[config.mk]
export PLATFORM = sky130hd
export DESIGN_NAME = vram_arbiter
export DESIGN_NICKNAME = d
export VERILOG_FILES = /design/src/rtl/vram_pkg.sv /design/src/rtl/vram_tag_pipe.sv /design/src/rtl/vram_arbiter.sv
export SDC_FILE = /design/constraint.sdc
export NUM_CORES = 1
export LEC_CHECK = 0
export CORE_UTILIZATION = 36
export DETAILED_ROUTE_END_ITERATION = 7
export PLACE_DENSITY = 0.79
export SETUP_SLACK_MARGIN = 0.05
export SYNTH_ARGS = -nofsm -noshare
export SYNTH_HDL_FRONTEND = slang
export SYNTH_SLANG_ARGS = --single-unit
[constraint.sdc]
create_clock -name clk -period 1.76 [get_ports clk]
set_input_delay 0.352 -clock clk [delete_from_list [all_inputs] [get_ports clk]]
set_output_delay 0.352 -clock clk [all_outputs]
set_load 0.02 [all_outputs]
[src/rtl/vram_pkg.sv]
// Shared types and constants for the VRAM arbiter: read-data ownership tags
// and the fixed grant-to-data read latency.
package vram_pkg;

  typedef enum logic [1:0] {
    OWN_NONE = 2'd0,
    OWN_VID  = 2'd1,
    OWN_CPU  = 2'd2
  } owner_t;

  localparam int RD_LATENCY = 2;

endpackage

[src/rtl/vram_tag_pipe.sv]
// Ownership tag shift register: carries the owner of each granted read
// alongside the VRAM access so the returning data can be steered.
module vram_tag_pipe
  import vram_pkg::*;
(
  input  logic   clk,
  input  logic   rst_n,
  input  owner_t owner_in,
  output owner_t owner_out
);

  owner_t stage_reg [RD_LATENCY];

  generate
    for (genvar gi = 0; gi < RD_LATENCY; gi++) begin : g_stage
      always_ff @(posedge clk or negedge rst_n) begin
        if (!rst_n) begin
          stage_reg[gi] <= OWN_NONE;
        end else if (gi == 0) begin
          stage_reg[gi] <= owner_in;
        end else begin
          stage_reg[gi] <= stage_reg[(gi == 0) ? 0 : gi - 1];
        end
      end
    end
  endgenerate

  assign owner_out = stage_reg[RD_LATENCY-1];

endmodule

[src/rtl/vram_arbiter.sv]
// Single-port VRAM arbiter: fixed video priority with a CPU starvation limiter.
// Optional statistics counters are built when VRAM_ARB_STATS_EN is defined.
module vram_arbiter
  import vram_pkg::*;
#(
  parameter int ADDR_W     = 14,
  parameter int DATA_W     = 8,
  parameter int STARVE_MAX = 4
) (
  input  logic              clk,
  input  logic              reset,
  input  logic              vid_req,
  input  logic [ADDR_W-1:0] vid_addr,
  output logic              vid_gnt,
  output logic              vid_rvalid,
  output logic [DATA_W-1:0] vid_rdata,
  input  logic              cpu_req,
  input  logic              cpu_we,
  input  logic [ADDR_W-1:0] cpu_addr,
  input  logic [DATA_W-1:0] cpu_wdata,
  output logic              cpu_gnt,
  output logic              cpu_rvalid,
  output logic [DATA_W-1:0] cpu_rdata,
`ifdef VRAM_ARB_STATS_EN
  output logic [15:0]       cpu_stall_cnt,
  output logic [15:0]       vid_grant_cnt,
  input  logic              stats_clr,
`endif
  output logic              mem_en,
  output logic              mem_we,
  output logic [ADDR_W-1:0] mem_addr,
  output logic [DATA_W-1:0] mem_wdata,
  input  logic [DATA_W-1:0] mem_rdata
);

  localparam logic [3:0] STARVE_LIM = 4'(STARVE_MAX);

  logic [3:0] starve_cnt_reg, starve_cnt_next;
  owner_t     owner_in, owner_ret;

  // CPU wins only when video is absent or the CPU has waited out its limit.
  assign cpu_gnt = cpu_req && (!vid_req || (starve_cnt_reg == STARVE_LIM));
  assign vid_gnt = vid_req && !cpu_gnt;

  always_comb begin
    owner_in = OWN_NONE;
    if (vid_gnt) begin
      owner_in = OWN_VID;
    end else if (cpu_gnt && !cpu_we) begin
      owner_in = OWN_CPU;
    end
  end

  always_comb begin
    starve_cnt_next = starve_cnt_reg;
    if (!cpu_req || cpu_gnt) begin
      starve_cnt_next = '0;
    end else if (vid_gnt && (starve_cnt_reg != STARVE_LIM)) begin
      starve_cnt_next = starve_cnt_reg + 4'd1;
    end
  end

  always_ff @(posedge clk or negedge reset) begin
    if (!reset) begin
      starve_cnt_reg <= '0;
      mem_en         <= 1'b0;
      mem_we         <= 1'b0;
      mem_addr       <= '0;
      mem_wdata      <= '0;
    end else begin
      starve_cnt_reg <= starve_cnt_next;
      mem_en         <= vid_gnt || cpu_gnt;
      mem_we         <= cpu_gnt && cpu_we;
      if (cpu_gnt) begin
        mem_addr <= cpu_addr;
        if (cpu_we) begin
          mem_wdata <= cpu_wdata;
        end
      end else if (vid_gnt) begin
        mem_addr <= vid_addr;
      end
    end
  end

  vram_tag_pipe u_tag_pipe (
    .clk       (clk),
    .rst_n     (reset),
    .owner_in  (owner_in),
    .owner_out (owner_ret)
  );

  assign vid_rvalid = (owner_ret == OWN_VID);
  assign cpu_rvalid = (owner_ret == OWN_CPU);
  assign vid_rdata  = mem_rdata;
  assign cpu_rdata  = mem_rdata;

`ifdef VRAM_ARB_STATS_EN
  logic [15:0] cpu_stall_cnt_reg, vid_grant_cnt_reg;

  always_ff @(posedge clk or negedge reset) begin
    if (!reset) begin
      cpu_stall_cnt_reg <= '0;
      vid_grant_cnt_reg <= '0;
    end else if (stats_clr) begin
      cpu_stall_cnt_reg <= '0;
      vid_grant_cnt_reg <= '0;
    end else begin
      if (cpu_req && !cpu_gnt && (cpu_stall_cnt_reg != 16'hFFFF)) begin
        cpu_stall_cnt_reg <= cpu_stall_cnt_reg + 16'd1;
      end
      if (vid_gnt) begin
        vid_grant_cnt_reg <= vid_grant_cnt_reg + 16'd1;
      end
    end
  end

  assign cpu_stall_cnt = cpu_stall_cnt_reg;
  assign vid_grant_cnt = vid_grant_cnt_reg;
`endif

endmodule

; ---- Yosys cells after proc, flatten, opt, wreduce, memory -nomap -nowiden
; Index checks and enable logic that the tools add are counted.
[word_totals]
regBits = 32
inputBits = 49
out_inout_bits = 44
wordCells = 33
[op_classes]
add_sub_neg = 1
eq_ne = 4
n_mux = 6
n_reduce_logical = 15
[op_table]
columns = op, n
row1 = 14-bit 2-to-1 mux, 2
row2 = 4-bit 2-to-1 mux, 2
row3 = 1-bit logical AND, 5
row4 = "4-bit by 1-bit adder with 4-bit output, second input constant", 1
row5 = "4-bit by 3-bit equality test with 1-bit output, second input constant", 1
row6 = 1-bit logical NOT, 4
row7 = 2-bit 2-to-1 mux, 2
row8 = "4-bit by 3-bit inequality test with 1-bit output, second input constant", 1
row9 = 2-bit nonzero test, 2
row10 = 1-bit logical OR, 3
row11 = "2-bit by 1-bit equality test with 1-bit output, second input constant", 1
row12 = "2-bit equality test, second input constant", 1
row13 = 2-bit AND reduction, 1

; ---- Logic depth before layout (Yosys ltp)
; Gate-level depths: netlist (run 1).
[logic_depth]
ltp_word = 8
mapped_depth = 6
ltp_nobuf = 5

; ---- By module
; Synthesis (run 1) repeated with hierarchy kept, for this count alone.
[unflattened]
cells_unflattened = 115
area_unflattened_um2 = 1462.7
[by_module_without_submodules]
columns = module, instances, cells_each, area_each_um2, seq_area_each_um2
row1 = vram_arbiter, 1, 109, 1347.5, 700.7
row2 = vram_tag_pipe, 1, 6, 115.1, 100.1

; ---- Worst setup path after synthesis (run 1)
; OpenSTA, ideal clock, no wires.
[synth_timing]
path_kind = register to register
start = register starve_cnt_reg[0]
end = register mem_addr[2]
setup_time_ns = 0.126
arrival_time_ns = 1.378
t_required_ns = 1.634
path_slack_ns = 0.256
path_stages_with_launch = 7
n_path_buf = 1
synth_period_minus_slack_ns = 1.504
cell_sequence = dfrtp_1 inv_1 ha_1 nand3b_4 o21a_4 buf_6 a221o_1
[synth_between]
elab_chain_len = 6
word_cells_on_any_way = 7
cone_classes = 1 x eq/ne / 1 x mux / 5 x reduce/logical
[synth_rtl]
columns = item, line
row1 = from (decl), vram_arbiter.sv:38  ; logic [3:0] starve_cnt_reg, starve_cnt_next;
row2 = from (signal assigned), vram_arbiter.sv:71  ; starve_cnt_reg <= starve_cnt_next;
row3 = 4-bit by 3-bit equality test with 1-bit output, vram_arbiter.sv:42  ; assign cpu_gnt = cpu_req && (!vid_req || (starve_cnt_reg == STARVE_LIM));
row4 = 1-bit logical OR, vram_arbiter.sv:42
row5 = 1-bit logical AND, vram_arbiter.sv:42
row6 = 1-bit logical NOT, vram_arbiter.sv:43  ; assign vid_gnt = vid_req && !cpu_gnt;
row7 = 1-bit logical AND, vram_arbiter.sv:43
row8 = via vid_gnt, vram_arbiter.sv:14  ; output logic vid_gnt,
row9 = 2-bit nonzero test (no line), n/a
row10 = to (signal assigned), vram_arbiter.sv:75  ; mem_addr <= cpu_addr;
row11 = to (signal assigned), vram_arbiter.sv:80  ; mem_addr <= vid_addr;
row12 = to (decl), vram_arbiter.sv:31  ; output logic [ADDR_W-1:0] mem_addr,
; The timed path passes the listed nets, and every way through them passes these cells.
; A chain may end at the register's enable or synchronous reset.

; ---- Final worst setup path (run 1)
[layout_timing]
start = register starve_cnt_reg[0]
end = output port vid_gnt
[layout_between]
elab_chain_len = 5
[layout_rtl]
columns = item, line
row1 = 4-bit by 3-bit equality test with 1-bit output, vram_arbiter.sv:42
row2 = 1-bit logical OR, vram_arbiter.sv:42
row3 = 1-bit logical AND, vram_arbiter.sv:42
row4 = 1-bit logical NOT, vram_arbiter.sv:43
row5 = 1-bit logical AND, vram_arbiter.sv:43
row6 = to (decl), vram_arbiter.sv:14
; No other way between the ends.

==> results of run 1 <==
## critical path, stage by stage, from the launching register on
cell	delay [ps]
dfrtp_1	390
inv_2	80
ha_4	140
nand3b_4	100
o21a_4	220
buf_6	130
## report_power, final
group	internal (W)	switching (W)	leakage, nW	total, W
sequential	0.000809	0.0000346	0.393	0.000844
clock	0.000268	0.000232	0.0410	0.000500
combinational	0.000290	0.000207	0.559	0.000496
total	0.00137	0.000474	0.994	0.00184
## routing by layer
metal,part of all wire,track usage
met3,0.083,0.0621
met4,0.0018,0.0426
met1,0.39,0.179
met2,0.53,0.287
met5,0,0
## per-stage QoR
step | util | hold WS [ps] | cell area (µm²) | worst slack, ps | setup TNS, ps
after floorplan | - | 56.4 | 1480 | 256 | 0
after global placement | 0.568 | 333 | 2160 | -335 | -902
after detailed placement | 0.568 | 336 | 2160 | -336 | -1140
after CTS | 0.588 | 356 | 2230 | 22.2 | 0
after global routing | 0.593 | 366 | 2250 | 44.7 | 0
final | 0.593 | 349 | 2250 | 95.4 | 0
## worst max path at each step
stage / start / end / slack [ps]
final: starve_cnt_reg[0] / vid_gnt / 100
after floorplan: starve_cnt_reg[0] / mem_addr[2] / 260
after CTS: starve_cnt_reg[1] / vid_gnt / 20
after detailed placement: vid_req / vid_gnt / -340
after global placement: vid_req / vid_gnt / -340
after global routing: starve_cnt_reg[1] / vid_gnt / 40
## kinds of logic (layout without fill, tap and decap cells)
family / Yosys count / in the layout / synth area share
and+or+nand+nor: 26 / 26 / 0.119
buffers and inverters: 26 / 91 / 0.122
adders and majority gates: 2 / 2 / 0.0169
DFF: 32 / 32 / 0.540
AOI/OAI and AO/OA: 17 / 17 / 0.125
muxes: 8 / 8 / 0.0658
xor gates and xnor gates: 2 / 2 / 0.0118
## cells in the final DEF, fill, tap and decap left out
cell type | netlist | layout
buf_12 | 0 | 2
nor2_2 | 1 | 1
xnor2_1 | 1 | 1
inv_2 | 0 | 2
nand2_1 | 1 | 1
clkbuf_8 | 0 | 5
mux2_4 | 2 | 2
mux2_2 | 6 | 6
dlygate4sd2_1 | 0 | 2
a221o_2 | 5 | 5
buf_4 | 16 | 9
and2_2 | 12 | 12
a21oi_4 | 1 | 1
inv_1 | 6 | 4
a21o_1 | 1 | 1
ha_1 | 2 | 1
and2_1 | 2 | 2
xor2_1 | 1 | 1
ha_4 | 0 | 1
clkinv_2 | 0 | 1
buf_6 | 3 | 1
nor2b_1 | 3 | 3
a221o_1 | 9 | 9
nand3_1 | 2 | 2
clkdlybuf4s50_1 | 0 | 64
nand3b_4 | 1 | 1
nor2_1 | 4 | 4
clkbuf_1 | 1 | 1
dfrtp_1 | 32 | 32
o21a_4 | 1 | 1
## what timing repair did
item | in CTS | in global routing
pin swaps | 2 | 2
cloned | 0 | 0
setup endpoints to repair | 4 | 2
hold buffers | 0 | 0
buffers inserted | 0 | 1
gates resized for setup | 13 | 4
## cell type report
class	instances	share of cell area
Clock inverter	1	0.00222
Sequential cell	32	0.356
Clock buffer	6	0.0322
Multi-Input combinational cell	55	0.228
Timing Repair Buffer	78	0.345
Inverter	6	0.0100
Tap cell	48	0.0267
==> summary.md, run 1 <==
| Metric | Value |
|---|---|
| Detailed-route via count | `1073` |
| Count leader, synth | `dfrtp_1` |
| Post-synth top cells | `dfrtp_1, buf_4, and2_2` |
| Worst skew pair latency | `270 ps` |
| Post-detail-place hpwl | `2.56 mm` |
| Final setup viols | `0` |
| Starting Density | `0.390` |
| Layout cell share with drive strength beyond 1 | `0.281` |
| Reg2reg setup slack | `160 ps` |
| ANT nets after route | `0` |
| Area growth syn-to-layout | `51.9%` |
| Synth area leaders | `dfrtp_1, buf_4, a221o_1` |
| Synth warn | `0` |
| Hold WC Path Type | `reg2reg` |
| Final Hold Violating Endpoints | `0` |
| # IOs | `93` |
| Remaining global-route overflow | `0` |
| # Max-Cap Violations | `0` |
| Vias in the first global route | `1159` |
| # DRC | `0` |
| Worst Setup End Kind | `output pin` |
| Syn Area/Cell | `13.1 µm²` |
| Cell taking the most area after synthesis | `dfrtp_1` |
| Ys flop type | `dfrtp_1` |
| Fin crit share | `0.946` |
| Post-synth EDFFs | `0` |
| Area of the multi-input gates | `514 µm²` |
| Fillers | `298` |
| Die area | `4380 µm²` |
| Crit path launch type | `flop` |
| H-tree levels | `2` |
| Worst Hold Depth | `0` |
| Fin nets | `229` |
| Reg2reg end | `mem_wdata[1]` |
| Tightest Pin Transition | `392 ps` |
| Ant diodes | `0` |
| Total track usage | `0.162` |
| Leak | `0.994 nW` |
| Synth Register Bits | `32` |
| RSZ-0062 raised after global routing | `true` |
| Fmax achieved | `0.601 GHz` |
| Post-synthesis cell type count | `23` |
| Clock tree buffer depth | `2` |
| Pin count of the biggest net entering global routing | `33` |
| Power density cells | `817 nW/µm²` |
| Crit path max fanout | `3` |
| CTS tree | `done` |
| Hold Path End | `u_tag_pipe.owner_out[0]` |
| Synthesized instance count | `113` |
| Syn_nets | `164` |
| Die H | `66.2 µm` |
| Worst vdd ir | `338 µV` |
| Clock Skew | `2.72 ps` |
| Overall power | `0.00184 W` |
| Hold path start | `u_tag_pipe.stage_reg[2]` |
| Seq. cell area | `801 µm²` |
| CP arrival | `1310 ps` |
| Post-synthesis async set-or-reset flop share | `1.00` |
| Clock sink total | `32` |
| Max reg flops | `14` |
| Worst R2R Start | `starve_cnt_reg[0]` |
| Synth top area share | `0.540` |
| Non-Filler Instances | `226` |
| Inst Count DP | `218` |
| Post-synthesis sequential area ratio | `0.540` |
| WL/cell | `15.0 µm` |
| Max Slew Vio Count | `0` |
| Average vias per placed instance | `4.75` |
| Slew headroom | `0.738` |
| IO buf count | `68` |
| Placer congestion estimate | `0.626` |
| Die width | `66.2 µm` |
| Clock root buffer | `clkbuf_8` |
| Cell Area, Synth | `1480 µm²` |
| CP Class | `reg2out` |
| Reg2reg path depth | `7` |
| CTS Buf Count | `5` |
| First-pass GRT wire length | `5.26 mm` |
| Req. time, crit path | `1410 ps` |
| Final WL | `3.38 mm` |
| Post-layout minimum cycle time | `1660 ps` |
| Initial antenna violation count | `0` |
| Core Box Area | `3800 µm²` |
| Initial drt markers | `15` |
| Rows | `22` |
| Status | `finished, final reports clean` |
| CTS clk-pin slew, worst paths | `60 ps` |
| Drt pass-1 iters | `4` |
(Power assumes the default switching activity.)
==> inputs of run 2 (changes only) <==
- CAP_MARGIN: not set -> 10
==> results of run 2 <==
Final layout, timing and power as in run 1 (identical DEF).
==> inputs of run 3 (changes only) <==
- CTS_CLUSTER_DIAMETER: not set -> 60
==> results of run 3 <==
Final layout, timing and power as in run 1 (identical DEF).
